===== config.mk =====
export PLATFORM = sky130hd
export DESIGN_NAME = ifetch_unit
export DESIGN_NICKNAME = d
export VERILOG_FILES = /design/src/rtl/ifetch_unit.sv
export SDC_FILE = /design/constraint.sdc
export NUM_CORES = 1
export LEC_CHECK = 0
export CORE_MARGIN = 4
export CORE_UTILIZATION = 40
export CTS_BUF_LIST = sky130_fd_sc_hd__clkbuf_4
export CTS_CLUSTER_DIAMETER = 200
export DETAILED_ROUTE_END_ITERATION = 12
export PLACE_DENSITY = 0.72
export SYNTH_ARGS = -nofsm -noshare
export SYNTH_HDL_FRONTEND = slang
export SYNTH_SLANG_ARGS = --single-unit

===== constraint.sdc =====
create_clock -name clk -period 2.61 [get_ports clk]
set_input_delay 0.522 -clock clk [delete_from_list [all_inputs] [get_ports clk]]
set_output_delay 0.522 -clock clk [all_outputs]
set_load 0.1 [all_outputs]

===== src/rtl/ifetch_unit.sv =====
// rtl/ifetch_unit.sv - instruction fetch stage: PC, single-outstanding imem fetch, decode handshake, redirects
// Optional opcode legality flag enabled by defining IFETCH_ILLEGAL_CHECK_EN.
module ifetch_unit #(
  parameter int              XLEN     = 32,
  parameter logic [XLEN-1:0] RESET_PC = '0
) (
  input  logic            clk,
  input  logic            rst,
  output logic            imem_req,
  output logic [XLEN-1:0] imem_addr,
  input  logic            imem_rvalid,
  input  logic [XLEN-1:0] imem_rdata,
  output logic            instr_valid,
  input  logic            instr_ready,
  output logic [XLEN-1:0] instr,
  output logic [6:0]      opcode,
  output logic [XLEN-1:0] pc,
  input  logic            redirect,
  input  logic [XLEN-1:0] redirect_target,
  output logic            instr_illegal
);

  typedef enum logic [1:0] {IDLE, FETCH, HOLD} state_t;

  localparam logic [XLEN-1:0] NOP = XLEN'(32'h0000_0013);

  state_t          state_q;
  logic [XLEN-1:0] pc_q, instr_q, tgt_q;
  logic            req_q, valid_q, kill_q;
  logic [XLEN-1:0] target_d, pc_inc_d;
  logic            unused_tgt_bits;

  assign target_d        = {redirect_target[XLEN-1:2], 2'b00};
  assign pc_inc_d        = pc_q + XLEN'(4);
  assign unused_tgt_bits = ^redirect_target[1:0];

`ifdef IFETCH_ILLEGAL_CHECK_EN
  logic illegal_q;

  function automatic logic op_illegal(input logic [6:0] op);
    case (op)
      7'b0110011, 7'b0000011, 7'b0100011, 7'b1100011, 7'b0010011: op_illegal = 1'b0;
      default:                                                     op_illegal = 1'b1;
    endcase
  endfunction

  assign instr_illegal = illegal_q;
`else
  assign instr_illegal = 1'b0;
`endif

  // imem_addr follows pc_q, which only moves once the outstanding response has returned
  always_ff @(posedge clk) begin
    if (rst) begin
      state_q <= IDLE;
      pc_q    <= RESET_PC;
      instr_q <= NOP;
      tgt_q   <= RESET_PC;
      req_q   <= 1'b0;
      valid_q <= 1'b0;
      kill_q  <= 1'b0;
`ifdef IFETCH_ILLEGAL_CHECK_EN
      illegal_q <= 1'b0;
`endif
    end else begin
      case (state_q)
        IDLE: begin
          state_q <= FETCH;
          req_q   <= 1'b1;
        end
        FETCH: begin
          if (!req_q) begin
            // one-cycle gap after a killed response; nothing is outstanding
            req_q <= 1'b1;
            if (redirect) pc_q <= target_d;
          end else if (imem_rvalid) begin
            if (redirect) begin
              pc_q   <= target_d;
              kill_q <= 1'b0;
            end else if (kill_q) begin
              kill_q <= 1'b0;
              pc_q   <= tgt_q;
              req_q  <= 1'b0;
            end else begin
              instr_q <= imem_rdata;
              valid_q <= 1'b1;
              req_q   <= 1'b0;
              state_q <= HOLD;
`ifdef IFETCH_ILLEGAL_CHECK_EN
              illegal_q <= op_illegal(imem_rdata[6:0]);
`endif
            end
          end else if (redirect) begin
            kill_q <= 1'b1;
            tgt_q  <= target_d;
          end
        end
        HOLD: begin
          if (redirect || instr_ready) begin
            valid_q <= 1'b0;
            req_q   <= 1'b1;
            state_q <= FETCH;
            pc_q    <= redirect ? target_d : pc_inc_d;
`ifdef IFETCH_ILLEGAL_CHECK_EN
            illegal_q <= 1'b0;
`endif
          end
        end
        default: state_q <= IDLE;
      endcase
    end
  end

  assign imem_req    = req_q;
  assign imem_addr   = pc_q;
  assign instr_valid = valid_q;
  assign instr       = instr_q;
  assign opcode      = instr_q[6:0];
  assign pc          = pc_q;

endmodule

==> results by group <==
Run status
  – Status: completed

Route
  – Final WL: approximately 15 mm
  – Count of routing violations after the opening detailed-route iteration: roughly 410
  – Remaining antenna violation count: 0
  – Average routed wire per standard cell: 16.3 µm
  – Total number of vias: between 5,000 and 6,000
  – DRC Markers: 0
  – Iteration count of the initial detailed-routing pass: 7
  – Post-detailed-route via-to-cell ratio: 5.45

CTS
  – Clk_lat worst skew: 0.49 ns
  – Number of buffers inserted by post-CTS setup repair: 0
  – CTS tree: done
  – Root buffer cell: sky130_fd_sc_hd__clkbuf_4
  – Total CTS buffers: 9
  – Cells resized by post-CTS repair: 0
  – Max clock buf depth: 2
  – CTS hold repair buffers: 0
  – Sinks on Clock Net: just under 100
  – Reg clk slew, reported paths: around 0.15 ns
  – H-tree lvl count: 3

Yosys
  – Proportion of synthesized chip area in sequential cells: 0.390
  – Synth warnings: 0
  – Average size of a mapped cell: between 7 and 8 µm²
  – Count of flip-flops with a built-in enable after synthesis: 0
  – Cell Area, Synth: 4980 µm²
  – Area share of the largest cell type after synthesis: 0.390
  – Main area contributors after synthesis: sky130_fd_sc_hd__dfxtp_1, sky130_fd_sc_hd__nand2_1, sky130_fd_sc_hd__a21oi_1, sky130_fd_sc_hd__buf_4, sky130_fd_sc_hd__clkbuf_1
  – Async SR Flop Fraction: 0
  – Library cells used by synthesis: between 60 and 70
  – Post-synth top flop: sky130_fd_sc_hd__dfxtp_1
  – Instance count of the mapped netlist: approximately 640
  – Synth area leader: sky130_fd_sc_hd__dfxtp_1
  – Yosys reg bits: 97

Global route
  – Global-route wire length before repair: 23.9 mm
  – Pin count of the biggest net entering global routing: 73
  – Vias in the first global route: just under 5,000
  – Antenna violations before repair: 0
  – Remaining global-route overflow: 0
  – Combined global-route utilization of all metal layers: 0.205

Flow run
  – Max Cap Violations: 0

Timing
  – Smallest hold slack: approximately 0.41 ns
  – Clock skew after layout: approximately 0.020 ns
  – Final hold viol count: 0
  – Post-route worst setup slack: 0.420 ns
  – Endpoints failing setup: 0
  – Clock period minus worst slack: between 2 and 2.5 ns
  – Fraction of the cycle the final worst path needs: 0.839
  – Worst-Margin Slew: between 0.6 and 0.7 ns
  – Unrepaired setup endpoints after global routing: no
  – Number of max-slew violations in the final report: 0
  – Worst slew margin relative to its limit: 0.536
  – Highest achievable clock rate: 457 MHz

Floorplanning
  – Full die area: ~14,000 µm²
  – Die extent in x: between 100 and 150 µm
  – Core ar.: about 12,000 µm²
  – Boundary pin count: between 150 and 200
  – Initial core utilization: 0.412
  – Number of rows in the core area: 40
  – Die height: about 120 µm

Power and ir drop
  – IR Drop Worst-Case VDD: around 0.31 mV
  – Standby leakage power: 0.00252 µW
  – Ratio of total power to cell area: 678 nW/µm²

Worst setup path
  – Critical path peak fanout: 8
  – Critical path capture point type: flip-flop
  – Critical path data arrival time: approximately 2.6 ns
  – Reg-to-reg critical path startpoint: imem_addr[2]
  – Path type of the worst setup path: reg2reg
  – R2R cell count: 6
  – WP data required: just over 3 ns
  – Crit start category: flip-flop
  – Origin of the worst setup path: imem_addr[2]

Place
  – PortBufs: ~170
  – Global placement routability congestion: around 0.82
  – Pre-CTS setup slack: 0.0721 ns
  – HPWL Detailed: about 11 mm

Hold path
  – Startpoint of the most critical hold path: rst
  – Worst Hold Depth: 2
  – Hold Crit Class: in2reg

Layout
  – P&R area growth vs syn: 30.9%
  – Antenna cells: 0
  – Net count of the finished layout: roughly 830
  – Filler cell count: roughly 1,200
  – Fraction of final layout cells sized beyond drive strength 1: 0.227
## cells in the final DEF (no fill, tap or decap), drive strengths merged, types with 6 or more instances in the layout
cell	netlist	layout
clkbuf	36	11
nand3	14	14
nor3	7	7
nand2	147	147
clkdlybuf4s50	0	65
o22ai	6	6
inv	8	8
nand4	12	12
a31oi	10	10
o21ai	20	20
buf	51	127
dfxtp	97	97
xor2	8	8
o211ai	7	7
a21oi	94	94
nor2	21	21
## synthesized netlist by cell type (all sizes together), types with 2 or more instances
| cell type | instances |
|---|---|
| o211ai | 7 |
| o41ai | 3 |
| or3b | 2 |
| mux2i | 4 |
| a21o | 2 |
| nand2 | 147 |
| a211oi | 4 |
| a222oi | 4 |
| and3 | 2 |
| a31oi | 10 |
| nor3b | 3 |
| nand3 | 14 |
| xnor2 | 2 |
| buf | 51 |
| or4 | 3 |
| o221ai | 4 |
| dfxtp | 97 |
| inv | 8 |
| o21ai | 20 |
| nor2b | 2 |
| and2 | 4 |
| o32ai | 3 |
| a2111oi | 2 |
| nand3b | 2 |
| nor3 | 7 |
| a21oi | 94 |
| a221oi | 2 |
| mux2 | 4 |
| nand4 | 12 |
| ha | 5 |
| and4 | 4 |
| nor2 | 21 |
| o22ai | 6 |
| nand2b | 4 |
| clkbuf | 36 |
| o221a | 2 |
| or3 | 3 |
| or2 | 2 |
| xor2 | 8 |
| nor4 | 5 |
| a22oi | 3 |
## per-stage QoR
| stage | setup TNS (ns) | std cells | power, µW | utilization | instance area, µm² |
|---|---|---|---|---|---|
| global route | 0 | 930 | 4570 | 0.539 | 6530 |
| global placement | 0 | 914 | 3490 | 0.525 | 6360 |
| finish | 0 | 930 | 4420 | 0.539 | 6530 |
| CTS | 0 | 930 | 4450 | 0.539 | 6530 |
| detailed placement | 0 | 914 | 3520 | 0.525 | 6360 |
| floorplan | -0.00171 | 641 | 3140 | - | 5010 |
## cell type report
cell class                      instances  area, µm²  share of cell area
Multi-Input combinational cell        448       2540               0.389
Timing Repair Buffer                  192       1630               0.249
Clock buffer                           11       82.6              0.0127
Inverter                                9       33.8             0.00518
Sequential cell                        97       1950               0.299
Tap cell                              168        210              0.0322
Clock inverter                          5       80.1              0.0123
## per-layer routing
layer / GRT usage / up-vias / wire, µm
li1: - / 2447 / -
met1: 0.247 / 2405 / 6440
met2: 0.346 / 190 / 7230
met3: 0.0575 / 22 / 1220
met4: 0.0795 / 0 / 261
met5: 0 / - / 0
## where the power goes
group	internal, µW	total [µW]	switching (µW)
sequential	1570	1720	146
clock	409	936	527
combinational	429	1770	1340
## kinds of logic after synthesis
logic type	count (synthesis)	share of synthesized area
AND/OR/NAND/NOR	239	0.230
AO/OA/AOI/OAI	181	0.226
flip-flops	97	0.390
buffers and inverters	96	0.106
XOR/XNOR	10	0.0176
multiplexers	8	0.0171
adder cells (fa/ha/maj)	5	0.0126
other	1	0.000752
## path summary, 6_finish.rpt
kind / slack, ns / end
setup / recovery: 0.42 / imem_addr[22]
hold / removal: 0.41 / imem_addr[5]
setup reg to reg: 0.42 / imem_addr[22]
hold reg to reg: 0.46 / tgt_q[15]
## registers in the layout, indices dropped and copies added (netlist names)
name,count
imem_addr,30
imem_req,1
instr,32
instr_valid,1
kill_q,1
state_q,2
tgt_q,30
## worst max-delay path, stage by stage, from the launching register on
cell,delay [ns]
sky130_fd_sc_hd__dfxtp_2,0.45
sky130_fd_sc_hd__ha_1,0.22
sky130_fd_sc_hd__nand3_1,0.22
sky130_fd_sc_hd__or4_1,0.67
sky130_fd_sc_hd__o41ai_1,0.34
sky130_fd_sc_hd__nand2_1,0.09
sky130_fd_sc_hd__a21oi_1,0.14
Note: power is estimated with default switching activity, not from simulation.
